[src/rtl/control_sequencer.sv]
// control_sequencer: registered micro-step control unit for the CoCC CPU
//
// Ports:
//   clk        system clock, rising edge
//   reset      synchronous active-high reset
//   opcode     IR opcode field, decoded in DECODE
//   operand_2  jump-condition select, used in JUMP
//   flag_zero  ALU zero flag
//   flag_carry ALU carry flag
//   mem_ready  RAM handshake; low stretches any step that drives ro or ri
//   irq        level-sensitive interrupt request, masked by ie
//   ctrl       datapath strobes {vo,da,go,halt,si,sd,so,ri,ro,mi,ee,eo,rfo,rfi,cs,co,ci,ii}
//   vec_addr   interrupt handler address, driven onto the bus while vo=1
//   irq_ack    high for the IRQ_VEC step
//   illegal    high for the DECODE step of an undefined opcode
//   state      current micro-step, for debug
module control_sequencer #(
  parameter int OPC_W = 5,
  parameter int SEL_W = 3,
  parameter int ADDR_W = 8,
  parameter logic [ADDR_W-1:0] IRQ_VECTOR = 8'hF0
) (
  input  logic              clk,
  input  logic              reset,
  input  logic [OPC_W-1:0]  opcode,
  input  logic [SEL_W-1:0]  operand_2,
  input  logic              flag_zero,
  input  logic              flag_carry,
  input  logic              mem_ready,
  input  logic              irq,
  output logic [19:0]       ctrl,
  output logic [ADDR_W-1:0] vec_addr,
  output logic              irq_ack,
  output logic              illegal,
  output logic [7:0]        state
);
  typedef enum logic [7:0] {
    FETCH_PC   = 8'd0,
    FETCH_INST = 8'd1,
    DECODE     = 8'd2,
    FETCH_OPR  = 8'd3,
    ALU_EXEC   = 8'd4,
    ALU_OUT    = 8'd5,
    LOAD_ADDR  = 8'd6,
    SET_REG    = 8'd7,
    SET_MEM    = 8'd8,
    MOVE_REG   = 8'd9,
    JUMP       = 8'd10,
    FETCH_SP   = 8'd11,
    STACK_REG  = 8'd12,
    INC_SP     = 8'd13,
    RET        = 8'd14,
    MOUT       = 8'd15,
    ROUT       = 8'd16,
    SET_MAR    = 8'd17,
    IRQ_SP     = 8'd18,
    IRQ_PUSH   = 8'd19,
    IRQ_VEC    = 8'd20,
    HALT       = 8'd21
  } state_e;

  localparam logic [19:0] C_II   = 20'h00001;
  localparam logic [19:0] C_CI   = 20'h00002;
  localparam logic [19:0] C_CO   = 20'h00004;
  localparam logic [19:0] C_CS   = 20'h00008;
  localparam logic [19:0] C_RFI  = 20'h00010;
  localparam logic [19:0] C_RFO  = 20'h00020;
  localparam logic [19:0] C_EO   = 20'h00040;
  localparam logic [19:0] C_EE   = 20'h00080;
  localparam logic [19:0] C_MI   = 20'h00100;
  localparam logic [19:0] C_RO   = 20'h00200;
  localparam logic [19:0] C_RI   = 20'h00400;
  localparam logic [19:0] C_SO   = 20'h00800;
  localparam logic [19:0] C_SD   = 20'h01000;
  localparam logic [19:0] C_SI   = 20'h02000;
  localparam logic [19:0] C_HALT = 20'h04000;
  localparam logic [19:0] C_GO   = 20'h08000;
  localparam logic [19:0] C_DA   = 20'h10000;
  localparam logic [19:0] C_VO   = 20'h20000;

  localparam logic [OPC_W-1:0] OP_NOP  = OPC_W'(0);
  localparam logic [OPC_W-1:0] OP_ALU  = OPC_W'(1);
  localparam logic [OPC_W-1:0] OP_LDI  = OPC_W'(2);
  localparam logic [OPC_W-1:0] OP_LD   = OPC_W'(3);
  localparam logic [OPC_W-1:0] OP_ST   = OPC_W'(4);
  localparam logic [OPC_W-1:0] OP_MOV  = OPC_W'(5);
  localparam logic [OPC_W-1:0] OP_JMP  = OPC_W'(6);
  localparam logic [OPC_W-1:0] OP_PUSH = OPC_W'(7);
  localparam logic [OPC_W-1:0] OP_RET  = OPC_W'(8);
  localparam logic [OPC_W-1:0] OP_MOUT = OPC_W'(9);
  localparam logic [OPC_W-1:0] OP_ROUT = OPC_W'(10);
  localparam logic [OPC_W-1:0] OP_LDR  = OPC_W'(11);
  localparam logic [OPC_W-1:0] OP_EI   = OPC_W'(12);
  localparam logic [OPC_W-1:0] OP_DI   = OPC_W'(13);
  localparam logic [OPC_W-1:0] OP_HLT  = '1;

  state_e             state_q, state_d;
  logic               ie_q, ie_d, ie_new;
  logic [OPC_W-1:0]   op_q, op_d;
  logic               ja, take_irq, mem_wait;
  state_e             boundary;

  always_ff @(posedge clk) begin
    if (reset) begin
      state_q <= FETCH_PC;
      ie_q    <= 1'b0;
      op_q    <= '0;
    end else begin
      state_q <= state_d;
      ie_q    <= ie_d;
      op_q    <= op_d;
    end
  end

  // EI/DI update ie in DECODE; the new value already governs the boundary
  // check that ends that same instruction.
  always_comb begin
    ie_new   = (state_q == DECODE && opcode == OP_EI) ? 1'b1 :
               (state_q == DECODE && opcode == OP_DI) ? 1'b0 : ie_q;
    take_irq = irq & ie_new;
    boundary = take_irq ? IRQ_SP : FETCH_PC;
    op_d     = (state_q == DECODE) ? opcode : op_q;
    mem_wait = (ctrl[9] | ctrl[10]) & ~mem_ready;
  end

  always_comb begin
    state_d = state_q;
    case (state_q)
      FETCH_PC:   state_d = FETCH_INST;
      FETCH_INST: state_d = DECODE;
      DECODE: begin
        case (opcode)
          OP_ALU:                             state_d = ALU_EXEC;
          OP_LDI, OP_LD, OP_ST, OP_JMP, OP_MOUT: state_d = FETCH_OPR;
          OP_MOV:                             state_d = MOVE_REG;
          OP_PUSH:                            state_d = FETCH_SP;
          OP_RET:                             state_d = INC_SP;
          OP_ROUT:                            state_d = ROUT;
          OP_LDR:                             state_d = SET_MAR;
          OP_HLT:                             state_d = HALT;
          default:                            state_d = boundary;
        endcase
      end
      FETCH_OPR:  state_d = (op_q == OP_LDI) ? SET_REG : (op_q == OP_JMP) ? JUMP : LOAD_ADDR;
      LOAD_ADDR:  state_d = (op_q == OP_LD) ? SET_REG : (op_q == OP_ST) ? SET_MEM : MOUT;
      ALU_EXEC:   state_d = ALU_OUT;
      FETCH_SP:   state_d = (op_q == OP_PUSH) ? STACK_REG : RET;
      INC_SP:     state_d = FETCH_SP;
      SET_MAR:    state_d = SET_REG;
      IRQ_SP:     state_d = IRQ_PUSH;
      IRQ_PUSH:   state_d = IRQ_VEC;
      IRQ_VEC:    state_d = FETCH_PC;
      HALT:       state_d = take_irq ? IRQ_SP : HALT;
      ALU_OUT, SET_REG, SET_MEM, MOVE_REG, JUMP, STACK_REG, RET, MOUT, ROUT:
                  state_d = boundary;
      default:    state_d = FETCH_PC;
    endcase
    if (mem_wait) state_d = state_q;
  end

  always_comb ie_d = (state_q != IRQ_SP && state_d == IRQ_SP) ? 1'b0 : ie_new;

  always_comb
    ja = (operand_2 == SEL_W'(0)) ? 1'b1 :
         (operand_2 == SEL_W'(1)) ? flag_carry :
         (operand_2 == SEL_W'(2)) ? ~flag_carry :
         (operand_2 == SEL_W'(3)) ? flag_zero :
         (operand_2 == SEL_W'(4)) ? ~flag_zero : 1'b0;

  always_comb begin
    ctrl = '0;
    case (state_q)
      FETCH_PC:   ctrl = C_CO | C_MI | C_CI;
      FETCH_INST: ctrl = C_RO | C_II;
      FETCH_OPR:  ctrl = C_CO | C_MI | C_CI;
      ALU_EXEC:   ctrl = C_EE;
      ALU_OUT:    ctrl = C_EO | C_RFI;
      LOAD_ADDR:  ctrl = C_RO | C_MI;
      SET_REG:    ctrl = C_RO | C_RFI;
      SET_MEM:    ctrl = C_RFO | C_RI;
      MOVE_REG:   ctrl = C_RFO | C_RFI;
      JUMP:       ctrl = C_RO | (ja ? (C_CI | C_CS) : '0);
      FETCH_SP:   ctrl = C_SO | C_MI;
      STACK_REG:  ctrl = C_RFO | C_RI | C_SI | C_SD;
      INC_SP:     ctrl = C_SI;
      RET:        ctrl = C_RO | C_CI | C_CS;
      MOUT:       ctrl = C_RO | C_GO;
      ROUT:       ctrl = C_RFO | C_GO;
      SET_MAR:    ctrl = C_MI | C_DA;
      IRQ_SP:     ctrl = C_SO | C_MI;
      IRQ_PUSH:   ctrl = C_CO | C_RI | C_SI | C_SD;
      IRQ_VEC:    ctrl = C_VO | C_CI | C_CS;
      HALT:       ctrl = C_HALT;
      default:    ctrl = '0;
    endcase
  end

  always_comb begin
    vec_addr = IRQ_VECTOR;
    irq_ack  = (state_q == IRQ_VEC);
    illegal  = (state_q == DECODE) && (opcode > OP_DI) && (opcode != OP_HLT);
    state    = state_q;
  end
endmodule

[config.mk]
export PLATFORM = sky130hd
export DESIGN_NAME = control_sequencer
export DESIGN_NICKNAME = d
export VERILOG_FILES = /design/src/rtl/control_sequencer.sv
export SDC_FILE = /design/constraint.sdc
export NUM_CORES = 1
export LEC_CHECK = 0
export CAP_MARGIN = 20
export CORE_MARGIN = 2
export CORE_UTILIZATION = 45
export DETAILED_ROUTE_END_ITERATION = 8
export PLACE_DENSITY = 0.78
export RECOVER_POWER = 25
export SLEW_MARGIN = 30
export SYNTH_ARGS = -nofsm -noshare
export SYNTH_HDL_FRONTEND = slang
export SYNTH_SLANG_ARGS = --single-unit
[constraint.sdc]
create_clock -name clk -period 2.7 [get_ports clk]
set_input_delay 0.54 -clock clk [delete_from_list [all_inputs] [get_ports clk]]
set_output_delay 0.54 -clock clk [all_outputs]
set_load 0.01 [all_outputs]
==> metrics.txt, run 1 <==
outcome complete, no violations; final worst-path cycle share a little over nine tenths; Leak Pwr about 0.00093 uW; Inserted Clock Buffers 3; top cell type's share of synthesized area 17.14%; Final Hold Viols 0; multi-input combinational cell area roughly 0.0012 mm2; CTS Buffer Depth 2; Crit. End Element primary output; Mapped Area ~0.0016 mm2; Layout Utilization between 60% and 70%; I/O Buffers 41; Max Cap Violations 0; Clock power frac between 30% and 40%; Synth Flop Type dfxtp_1; global placement routability congestion 0.9559; FF-to-FF End state[4]; # IOs 52; Post-Synth XOR/XNOR Area 0.5356%; GRT overflow 0; max_slew headroom 64.35%; fill count roughly 330; critical path startpoint category flip-flop; Worst Hold Launch op_q[3]; root buffer cell clkbuf_4; vias in the first global route 1685; Worst Hold Class flip-flop to flip-flop; EDFF count, synth 0; Max Slew Vio Count 0; worst vdd ir around 0.23 mV; die width 64.29 um; largest family of logic cells by synthesized area simple AND/OR/NAND/NOR gates; clk_lat worst skew around 300 ps; routed vias approximately 1900; DR iter-0 viols roughly 230; Power Density roughly 220 mW/mm2; WHS Path Cells 2; Max H-tree Level 1; Ys Warns 0; placed cells 337; hpwl dp 3649 um; CP max FO 13; 1st-pass router iterations 5; die height approximately 64 um; Synth Area in Adders 0%; drt wl/cell ~15 um; clock sink count 14; RSZ-0062 raised after global routing false; Psw between 100 and 150 uW; Worst-path clk slew about 90 ps; sw frac 29.53%; largest net degree at the start of global routing 32; final setup violation count 0; Final ANT Viol Nets 0; sequential area share after synthesis between 15 and 20%; post-synthesis simple-gate area fraction 41.16%; WL final ~5000 um; Fin Clk Skew about 7.6 ps; row count 21; core area approximately 0.0034 mm2; TritonCTS clock tree yes; Critical Path AT about 2100 ps; r2r startpoint state[7]; Reg power frac 43.6%; Async SR Flop Fraction 0%; routed vias/inst 5.678; die area 0.004133 mm2; P&R area growth vs syn 35.96%; Hold Crit Endpoint op_q[3]; hold slack 552.1 ps; # DRC 0; initial antenna violation count 0; Synth Area in Compound Gates approximately a quarter; Synth Instances between 200 and 250; Max Clock Freq roughly 380 MHz; Seq cells post-synth 14; critical path class flip-flop to primary output; share of post-route cells with drive strength above 1 roughly 16%; Reg2Reg Setup Slack roughly 430 ps; Reg2Reg Depth 6; Hold-fix buffers, CTS 0; non-filler cells, final around 340; Worst-Margin Slew 534.7 ps; first-pass GRT wire length about 8200 um; Total GRT Usage 24.70%; ANT cells 0; biggest area consumer among synthesized cells dfxtp_1; synth top area cells dfxtp_1 17%, nor2_1 9.9%, a21oi_1 6.7%, buf_4 5.5%, nand2_1 4.4%; Avg Cell Area, Syn approximately 6.6 um2; Register Area between 200 and 300 um2; Critical Path RT ~2200 ps; Starting Density a little under half; Cell variety after synth 57; Int Pwr between 300 and 400 uW; Nets roughly 310; minimum clock period 2614 ps; multiplexer share of the synthesized area around 3.7%; Logic pwr share 22.6%
[state kept, by name, indices dropped and copies added, names as in the netlist]
name and cells:
ie_q 1, op_q 5, state 8
[critical path, stage by stage (launching register included)]
cell and delay [ps]:
dfxtp_1 340, buf_4 210, nor2b_1 330, o21ai_0 140, a21oi_1 190, clkdlybuf4s50_1 570
[power by group through the flow]
stage | Clock (uW) | Combinational (uW) | Sequential, uW
global placement | 0 | 108 | 216
finish | 163 | 109 | 211
CTS | 161 | 109 | 212
floorplan | 0 | 67.3 | 218
detailed placement | 0 | 108 | 216
global route | 169 | 120 | 211
[repair_timing]
| action | CTS | global route |
|---|---|---|
| pin swaps | 2 | 3 |
| buffers inserted | 1 | 0 |
| endpoints found under the setup margin | 8 | 13 |
| resized for setup | 14 | 12 |
[final cells by class]
cell class,instances,share of cell area (%)
sequential,14,12.83
timing repair buffer,64,26.28
multi-input combinational,211,56.16
inverter,3,0.5065
clock buffer,4,1.632
tap,46,2.589
[layout by cell type (no fill, tap or decap), types with 6 or more instances in the layout]
cell             netlist  final
conb_1                 2     13
a211oi_1               6      6
nor3_1                12     12
nand2_1               19     19
or3_1                  6      6
nor2_1                43     41
dfxtp_1               14     12
clkdlybuf4s50_1        0     28
nand3_1                8      8
buf_4                 12     22
a21oi_1               22     22
o21ai_0                7      7
[cell usage after synthesis, types with 2 or more instances]
library cell / n
inv_1: 3
a31oi_1: 5
and3_1: 4
mux2i_1: 5
and3b_1: 2
nand2b_1: 4
nor2_1: 43
dfxtp_1: 14
nor3b_1: 2
o21ai_0: 7
buf_1: 2
a211oi_1: 6
nor4_1: 5
conb_1: 2
o22ai_1: 2
nand2_1: 19
a21oi_1: 22
nor2b_1: 8
nand4_1: 2
nand3_1: 8
a22o_1: 2
o22a_1: 2
o32ai_1: 2
or3_1: 6
nor3_1: 12
clkbuf_1: 18
buf_4: 12
[kinds of logic (layout without fill, tap and decap cells)]
logic type,after synthesis,after routing
AND/OR/NAND/NOR,128,128
flip-flops,14,14
multiplexers,6,6
other,2,13
buffers and inverters,35,71
AO/OA/AOI/OAI,63,63
XOR/XNOR,1,1
[metrics by stage]
step | power, uW | TNS (ps) | cell area (um2) | setup slack [ps]
6_report | 482.4 | 0 | 2223 | 86.10
2_1_floorplan | 285.1 | 0 | 1677 | 353.4
3_5_place_dp | 324.8 | -638.6 | 2145 | -348.5
4_1_cts | 482.3 | 0 | 2198 | 4.117
5_1_grt | 500.1 | 0 | 2223 | 0.4208
3_3_place_gp | 324.2 | -619.8 | 2145 | -339.5
[worst max-delay path by stage]
stage / startpoint / to / slack (ps) / cells after the start
global route: state[3] / irq_ack / 0.4 / 5
detailed placement: flag_carry / ctrl[1] / -350 / 8
CTS: state[4] / ctrl[8] / 4 / 8
finish: state[3] / ctrl[9] / 90 / 5
floorplan: state[4] / ctrl[8] / 350 / 8
global placement: flag_carry / ctrl[1] / -340 / 8
[per-layer routing]
layer  share of wire (%)  GRT usage [%]  wire (um)  up-vias
li1                    -              -          -      967
met2                  44          35.16       2192      114
met5                   0              0          0        -
met3                 9.2          3.521        461        8
met4                 1.3          5.319         63        0
met1                  46          38.69       2295      853
Power figures use the tool's default switching activity.
==> inputs of run 2 (changes only) <==
--- a/config.mk
+++ b/config.mk
@@ -5,11 +5,12 @@
 export SDC_FILE = /design/constraint.sdc
 export NUM_CORES = 1
 export LEC_CHECK = 0
+export ABC_AREA = 1
 export CAP_MARGIN = 20
 export CORE_MARGIN = 2
 export CORE_UTILIZATION = 45
 export DETAILED_ROUTE_END_ITERATION = 8
-export PLACE_DENSITY = 0.78
+export PLACE_DENSITY = 0.79
 export RECOVER_POWER = 25
 export SLEW_MARGIN = 30
 export SYNTH_ARGS = -nofsm -noshare
==> metrics.txt, run 2 <==
Cell variety after synth 29 (-49%); Critical Path AT 2040 ps (-30 ps); critical path class flip-flop to primary output; final setup margin 116.0 ps (+29.93 ps); critical path's slowest cell clkdlybuf4s50_1; Logic pwr share 21.5% (-1.1 points); Clock power frac 33.2% (-0.6 points); cells along the critical path nor2_1 -> nand2_1 -> nor2_1 -> a21oi_1 -> nand2_1 -> clkdlybuf4s50_1; post-CTS setup buffer count 0 (-1); final setup violation count 0 (unchanged); largest net degree at the start of global routing 18 (-44%); Setup TNS 0 ps (unchanged); die width 62.27 um (-3.1%); Psw 133.4 uW (-6.3%); # DRC 0 (unchanged); Max H-tree Level 1 (unchanged); Worst Hold Class flip-flop to flip-flop; clk_lat worst skew 290 ps (about the same); Power Density 231.1 mW/mm2 (+6.5%); Avg Cell Area, Syn 5.495 um2 (-16%); Ys Warns 0 (unchanged); 1st-pass router iterations 4 (-1); Routed met3 length 290 um (-37%); top sig layer met4; core area 0.003311 mm2 (-3.1%); count leader, synth nand2_1; # IOs 52 (unchanged); Final ANT Viol Nets 0 (unchanged); Max Clock Freq 387.0 MHz (+1.2%); Int Pwr 336.3 uW (-1.1%); routed vias 1809 (-6.8%); Max Cap Violations 0 (unchanged); final worst-path cycle share 95.70% (-1.1 points); Place WS 96.29 ps (+444.8 ps); biggest area consumer among synthesized cells dfxtp_1; Async SR Flop Fraction 0% (unchanged); placed cells 368 (+9.2%); Final Hold Viols 0 (unchanged); Mapped Area 0.001528 mm2 (-6.6%); Fin Clk Skew 10.47 ps (+2.854 ps); initial antenna violation count 0 (unchanged); CP max FO 8 (-5); Crit. End Element primary output; hpwl dp 3241 um (-11%); Synth Instances 278 (+12%); ANT cells 0 (unchanged); GRT overflow 0 (unchanged); EDFF count, synth 0 (unchanged); I/O Buffers 41 (unchanged); Total GRT Usage 20.81% (-3.9 points); sw frac 28.40% (-1.1 points); Seq cells post-synth 14 (unchanged); wl on met1 1816 um (-21%); Critical Path RT 2160 ps (about the same); Reg power frac 45.3% (+1.7 points); synth top area cells dfxtp_1 18%, nand2_1 16%, nor2_1 13%, nand3_1 9.8%, inv_1 8.8%; hold slack 530.7 ps (-21.44 ps); DR iter-0 viols 84 (-63%); share of post-route cells with drive strength above 1 11.35% (-4.2 points); critical path startpoint category flip-flop; die area 0.003877 mm2 (-6.2%); P&R area growth vs syn 33.09%; routed vias/inst 4.863 (-14%); root buffer cell clkbuf_4; minimum clock period 2584 ps (-29.93 ps); clock sink count 14 (unchanged); row count 21 (unchanged); outcome complete, no violations; worst vdd ir 0.1947 mV (-16%); largest stage delay on the critical path 530 ps (-40 ps); wire length on met2 1753 um (-20%); top cell type's share of synthesized area 18.35% (+1.2 points); first-pass GRT wire length 6706 um (-18%); CTS Buffer Depth 2 (unchanged); Nets 341 (+9.6%); sequential area share after synthesis 18.35% (+1.2 points); global placement routability congestion 0.8526 (-11%); Inserted Clock Buffers 3 (unchanged); die height 62.27 um (-3.1%); Max Slew Vio Count 0 (unchanged); top cells by count, synth 64 x nand2_1, 53 x nor2_1, 36 x inv_1; non-filler cells, final 372 (+8.8%); Leak Pwr 0.001089 uW (+17%); WL final 3914 um (-22%); most frequent cells in the layout 63 x nand2_1, 52 x nor2_1, 39 x clkdlybuf4s50_1, 36 x inv_1, 30 x nand3_1; Starting Density 46.15% (-1.7 points); RSZ-0062 raised after global routing true; Worst-path clk slew 90 ps (about the same); most common cell after layout, fill and taps aside nand2_1; Largest register FFs 8 (unchanged); vias in the first global route 1594 (-5.4%); drt wl/cell 10.52 um (-28%); TritonCTS clock tree yes; Layout Utilization 61.41% (-3.7 points); Synth Flop Type dfxtp_1
-- run 2: cell types whose count changed in the layout (fill, tap and decap cells not counted), moves of 7 or more --
cell / before / now
nand2_1: 19 / 63
nor2_1: 41 / 52
inv_1: 3 / 36
nand3_1: 8 / 30
nor3_1: 12 / 4
clkdlybuf4s50_1: 28 / 39
buf_4: 22 / 5
a21oi_1: 22 / 15
nand4_1: 2 / 9
-- run 2: per-layer routing --
metal,track usage (%),vias up
met5,0,-
met4,9.167,0
met3,2.174,5
met2,34.10,68
met1,27.70,780
li1,-,956
-- run 2: worst paths after layout --
kind             from  endpoint  slack (ps)  cells past startpoint
max          state[0]   ctrl[5]         120                      6
min           op_q[2]   op_q[2]         530                      2
max reg2reg  state[0]      ie_q         820                     12
min reg2reg   op_q[2]   op_q[2]         530                      2
-- run 2: power by group through the flow --
stage	clock network, uW	logic (uW)	registers (uW)
final	156	101	213
after floorplan	0	62.5	219
after detailed placement	0	99.2	218
after global placement	0	98.3	218
after global routing	165	112	213
after CTS	160	99.4	213
-- run 2: layout make-up --
type,count,area [um2]
fill,338,1277
multi-input combinational,220,1045
timing repair buffer,46,452.9
sequential,14,282.8
inverter,42,158.9
tap,46,57.56
clock buffer,4,36.28
-- run 2: per-stage QoR --
| step | instance area [um2] | total power [uW] |
|---|---|---|
| after floorplan | 1569 | 281.3 |
| after CTS | 2016 | 471.9 |
| after global placement | 1979 | 315.8 |
| after global routing | 2033 | 490.0 |
| final | 2033 | 469.8 |
| after detailed placement | 1979 | 316.8 |
-- run 2: cells by family after synthesis --
family,share of synthesized area (%)
AND/OR/NAND/NOR,55.12
buffers and inverters,16.62
AO/OA/AOI/OAI,9.418
flip-flops,18.35
other,0.4916
-- run 2: what timing repair did --
action	CTS	global route
gates resized for setup	0	7
endpoints found under the setup margin	0	6
hold buffers	0	0
-- run 2: worst max-delay path, delay by kind of cell (launching register included) --
family	cells	cell delay (ps)
AND/OR/NAND/NOR	4	720
buffers and inverters	1	530
flip-flops	1	400
AO/OA/AOI/OAI	1	110
==> patch 1, RTL diff (settings of run 2) <==
`SEL_W`: 3 -> 4.
--- a/src/rtl/control_sequencer.sv
+++ b/src/rtl/control_sequencer.sv
@@ -16,7 +16,7 @@
 //   state      current micro-step, for debug
 module control_sequencer #(
   parameter int OPC_W = 5,
-  parameter int SEL_W = 3,
+  parameter int SEL_W = 4,
   parameter int ADDR_W = 8,
   parameter logic [ADDR_W-1:0] IRQ_VECTOR = 8'hF0
 ) (
Interface: changed (resized operand_2); port bits go from 52 to 53. No check against the original RTL was run, so the function may have changed too.
==> patch 1 against run 2 <==
Core utilization is 0.68 points higher; sequential cell count did not move; wire length increased by 0.84%; clock skew down 0.0095 ns; synthesized area shrank 0.98%; sequential share of layout area up 0.080 points; worst setup slack about the same; cell area rose by 0.31%; worst hold slack got worse by 0.034 ns; total power down 2.2%; clock power decreased by 6%; critical path type is now in2out.
==> patch 1: results (changes against run 2) <==
Synth
Most area-consuming cells after synthesis: dfxtp_1 19%, nand2_1 13%, nor2_1 11% (was dfxtp_1 18%, nand2_1 16%, nor2_1 13%). The average instance area after synthesis is 5.708 sq um (was 5.495 sq um). Most frequent cells after synthesis: 54 x nand2_1, 43 x nor2_1, 29 x inv_1, 29 x nand3_1, 14 x dfxtp_1 (was 64 x nand2_1, 53 x nor2_1, 36 x inv_1).

The number of warnings issued by yosys is 0 (unchanged). The share of the yosys chip area belonging to registers was 18.53% (was 18.35%). The count of different cell masters after synthesis is 32 (was 29).

Pwr
The leakage component of the power is 0.9764 nW (was 1.089 nW). The maximum VDD drop was 0.4353 mV (was 0.1947 mV).

Global routing
The global router's overall resource usage is 22.06% (was 20.81%). The wire length of the first global-routing pass is 6.486 mm (was 6.706 mm). The initial antenna violation count is 0 (unchanged). The via count of the first global-routing pass is 1525 (was 1594).

The maximum number of pins on one net before global-route repair came to 17 (was 18).

Cells and area
The flip-flop count of the largest register, all copies and words added is 8 (unchanged). The number of nets in the layout came to 330 (was 341). The fill cell total of the finished layout is 327 (was 338).

The fraction of final layout cells sized beyond drive strength 1 is 15.92% (was 11.35%).

Setup path
The launching instance or port of the critical path was operand_2[0] (was state[0]). The worst reg2reg path startpoint is state[4] (was state[0]). The highest fanout seen on the critical path was 3 (was 8). The kind of start point of the critical path is a primary input (was flop).

Place
The number of cells after detailed placement is 356 (was 368). The number of buffers added on ports was 42 (was 41). The half-perimeter wire length after detailed placement came to 3.308 mm (was 3.241 mm). The placer congestion estimate came to 0.9629 (was 0.8526).

Clocking
The insertion delay of the later-clocked pin in the worst-skew pair is 0.27 ns (was 0.29 ns).

Detailed routing
The routed wire length was 3.947 mm (was 3.914 mm). The average detailed-routed wire length per instance is 10.96 microns (was 10.52 microns). The DRC violation total after the first TritonRoute iteration is 111 (was 84). The post-detailed-route via-to-cell ratio is 5.025 (was 4.863).

Worst hold path
The worst min-delay path startpoint is op_q[2] (unchanged).

Outcome
Run status: finished clean (unchanged).

STA
The clock tree skew after final layout is 0.0009223 ns (was 0.01047 ns). The final count of hold timing violations is 0 (unchanged).
## patch 1: cell count changes in the layout (fill, tap and decap cells not counted), sizes merged, moves of 2 or more
cell	delta
nor3	+4
a21boi	+2
nand4	-4
nand3b	+2
dlymetal6s2s	-2
o21ai	+6
inv	-5
a21oi	-3
clkdlybuf4s50	+3
nor2	-6
nand2	-9
## patch 1: stage by stage
stage / worst slack (ns) / cell area (sq um) / utilization (%)
global placement: 0.1537 / 1972 / 60.04
finish: 0.1156 / 2039 / 62.10
global route: -0.006062 / 2039 / 62.10
detailed placement: 0.1115 / 1972 / 60.04
CTS: 0.003310 / 2008 / 61.14
floorplan: 0.7323 / 1554 / -
## patch 1: logic make-up (layout without fill, tap and decap cells)
kind of cell	count (synthesis)	after routing	synth area share (%)
buffers and inverters	51	89	15.88
AND/OR/NAND/NOR	166	166	53.10
other	2	13	0.4965
AO/OA/AOI/OAI	32	32	11.99
flip-flops	14	14	18.53
## patch 1: critical path, stage by stage
cell and delay [ns]:
clkdlybuf4s50_1 0.49, and3_1 0.15, o21ai_0 0.06, o21ai_0 0.08, nand2_1 0.09, nand3_1 0.09, clkdlybuf4s50_1 0.53
## patch 1: cell type report
cell class,instances,area share (%)
clock buffers,4,1.779
inverters,38,6.994
multi-input cells,211,51.96
flip-flops and latches,14,13.99
well taps,46,2.822
repair buffers,47,22.45
## patch 1: routing by layer
layer,GRT usage (%),vias to the layer above,share of wire (%)
met5,0,-,0
met4,4.559,0,0.53
met3,1.863,2,6.5
met2,38.54,69,48
met1,29.54,813,45
li1,-,925,-
## patch 1: path summary, 6_finish.rpt
| path | depth (start not counted) | endpoint | slack (ns) |
|---|---|---|---|
| worst max-delay path | 7 | ctrl[1] | 0.12 |
| worst min-delay path | 2 | op_q[2] | 0.50 |
| worst max register to register | 13 | ie_q | 0.73 |
| worst min register to register | 2 | op_q[2] | 0.50 |
## patch 1: power breakdown
| group | internal, W | total (W) | switching, W |
|---|---|---|---|
| Sequential | 0.000209 | 0.000213 | 0.00000399 |
| Clock | 0.0000820 | 0.000146 | 0.0000636 |
| Combinational | 0.0000439 | 0.000100 | 0.0000565 |
## patch 1: timing repair
action                                  CTS  global route
gates resized for setup                   0            11
endpoints found under the setup margin    0            10
hold buffers                              0             0
==> patch 2, RTL diff (settings of run 2) <==
Made on the original files. `op_q` no longer has a reset.
--- a/src/rtl/control_sequencer.sv
+++ b/src/rtl/control_sequencer.sv
@@ -104,12 +104,14 @@
     if (reset) begin
       state_q <= FETCH_PC;
       ie_q    <= 1'b0;
-      op_q    <= '0;
     end else begin
       state_q <= state_d;
       ie_q    <= ie_d;
-      op_q    <= op_d;
     end
+  end
+
+  always_ff @(posedge clk) begin
+    op_q <= op_d;
   end
 
   // EI/DI update ie in DECODE; the new value already governs the boundary
Check against the original RTL: same outputs for any inputs over 10 cycles, from zero or initial values and one cycle with reset high; that may be too few to reach the edited logic, so the function may still have changed.
==> patch 2 against run 2 <==
Synthesized area grew 5.9%; cell area grew 3.8%; core utilization grew 0.82 points; clock skew shrank 0.0086 ns; sequential share of layout area grew 1.8 points; total power shrank 5.9%; wire length grew 0.49%; sequential cell count is the same; register-to-register slack lost 0.19 ns; worst setup slack lost 0.016 ns; via count shrank 0.50%; critical path depth is the same; largest cell class unchanged.
==> patch 2: results (changes against run 2) <==
Setup path
The largest stage delay on the critical path was 0.57 ns (was 0.53 ns). The highest fanout seen on the critical path is 3 (was 8). The arrival time at the worst endpoint is 2.06 ns (was 2.04 ns). The critical path's slowest cell is dlygate4sd3_1 (was clkdlybuf4s50_1).

The cell family with the largest share of critical-path delay is buffers and inverters (was simple AND/OR/NAND/NOR gates).

Synth
The share of the yosys chip area belonging to registers is 20.42% (was 18.35%). The top-area cell type share of the netlist area is 17.87% (was 18.35%). The average instance area after synthesis came to 5.757 sq um (was 5.495 sq um). The number of enable-type register cells in the synthesized netlist is 5 (was 0).

The count of different cell masters after synthesis was 30 (was 29). Most area-consuming cells after synthesis: nand2_1 18%, dfxtp_1 11%, nor2_1 10% (was dfxtp_1 18%, nand2_1 16%, nor2_1 13%). Most frequent cells after synthesis: 77 x nand2_1, 45 x nor2_1, 29 x inv_1, 29 x nand3_1, 13 x nand2_2 (was 64 x nand2_1, 53 x nor2_1, 36 x inv_1). The predominant post-synthesis flop cell is dfxtp_1 (unchanged).

Detailed routing
The average detailed-routed wire length per instance came to 10.40 microns (was 10.52 microns). The detailed route wirelength on metal2 is 1.807 mm (was 1.753 mm). The total number of vias came to 1800 (was 1809). The DRC violation total after the first TritonRoute iteration is 65 (was 84). The routed wire length is 3.933 mm (was 3.914 mm).

Global routing
The maximum number of pins on one net before global-route repair was 12 (was 18). The wire length of the first global-routing pass was 6.561 mm (was 6.706 mm). The global router's overall resource usage was 19.94% (was 20.81%).

The met3 layer usage reported by global route is 3.169% (was 2.174%). The via count of the first global-routing pass is 1542 (was 1594). The routing usage on met2 was 34.24% (was 34.10%). The global routing usage on met1 was 25.60% (was 27.70%).

Cells and area
The fill cell total of the finished layout is 339 (was 338). The number of nets in the layout came to 347 (was 341). The fraction of final layout cells sized beyond drive strength 1 is 15.66% (was 11.35%).

Pwr
The maximum VDD drop is 0.1676 mV (was 0.1947 mV). The leakage component of the power is 1.069 nW (was 1.089 nW).

Place
The half-perimeter wire length after detailed placement came to 3.294 mm (was 3.241 mm). The number of cells after detailed placement was 374 (was 368).

Clocking
The insertion delay of the later-clocked pin in the worst-skew pair is 0.27 ns (was 0.29 ns). The root buffer cell is clkbuf_4 (unchanged).

STA
The clock tree skew after final layout came to 0.001867 ns (was 0.01047 ns).

Outcome
Run status: finished clean (unchanged).
## patch 2: cell types whose count changed after synthesis, sizes merged, moves of 5 or more
| cell | delta |
|---|---|
| a21oi | -8 |
| dfxtp | -5 |
| edfxtp | +5 |
| nand2 | +21 |
| nand4 | -5 |
| nor2 | -5 |
## patch 2: cell type report
type,instances,area share [%]
clock buffers,3,1.068
inverters,38,6.880
flip-flops and latches,14,15.72
repair buffers,49,22.18
multi-input cells,227,51.25
well taps,46,2.728
clock inverters,1,0.1779
## patch 2: where the power goes
part	switching, W	internal [W]	leakage [nW]
Clock	0.0000640	0.0000535	0.0154
Sequential	0.00000327	0.000221	0.119
Combinational	0.0000559	0.0000444	0.934
Total	0.000123	0.000319	1.07
## patch 2: logic make-up (layout without fill, tap and decap cells)
kind of cell           Yosys count  in the layout  synth area share (%)
other                            2             13                0.4642
DFF                             14             14                 20.42
AOI/OAI and AO/OA               19             19                 6.343
and+or+nand+nor                195            195                 57.46
buffers and inverters           51             91                 15.31
## patch 2: repair_timing
item                       4_1_cts  5_1_grt
resized for setup                0        3
buffers inserted                 0        0
setup endpoints to repair        0        4
## patch 2: through the flow
stage | setup slack, ns | instance area, sq um | power, W
3_5_place_dp | 0.09378 | 2085 | 0.0003295
4_1_cts | 0.05403 | 2111 | 0.0004457
2_1_floorplan | 0.9253 | 1659 | 0.0002931
3_3_place_gp | 0.1516 | 2085 | 0.0003282
5_1_grt | 0.008294 | 2110 | 0.0004746
6_report | 0.1000 | 2110 | 0.0004420
## patch 2: path summary, 6_finish.rpt
check	start	to	slack, ns	depth (start not counted)
worst max-delay path	opcode[3]	illegal	0.10	6
worst min-delay path	ie_q	ie_q	0.56	4
worst max register to register	state[3]	ie_q	0.63	14
worst min register to register	ie_q	ie_q	0.56	4
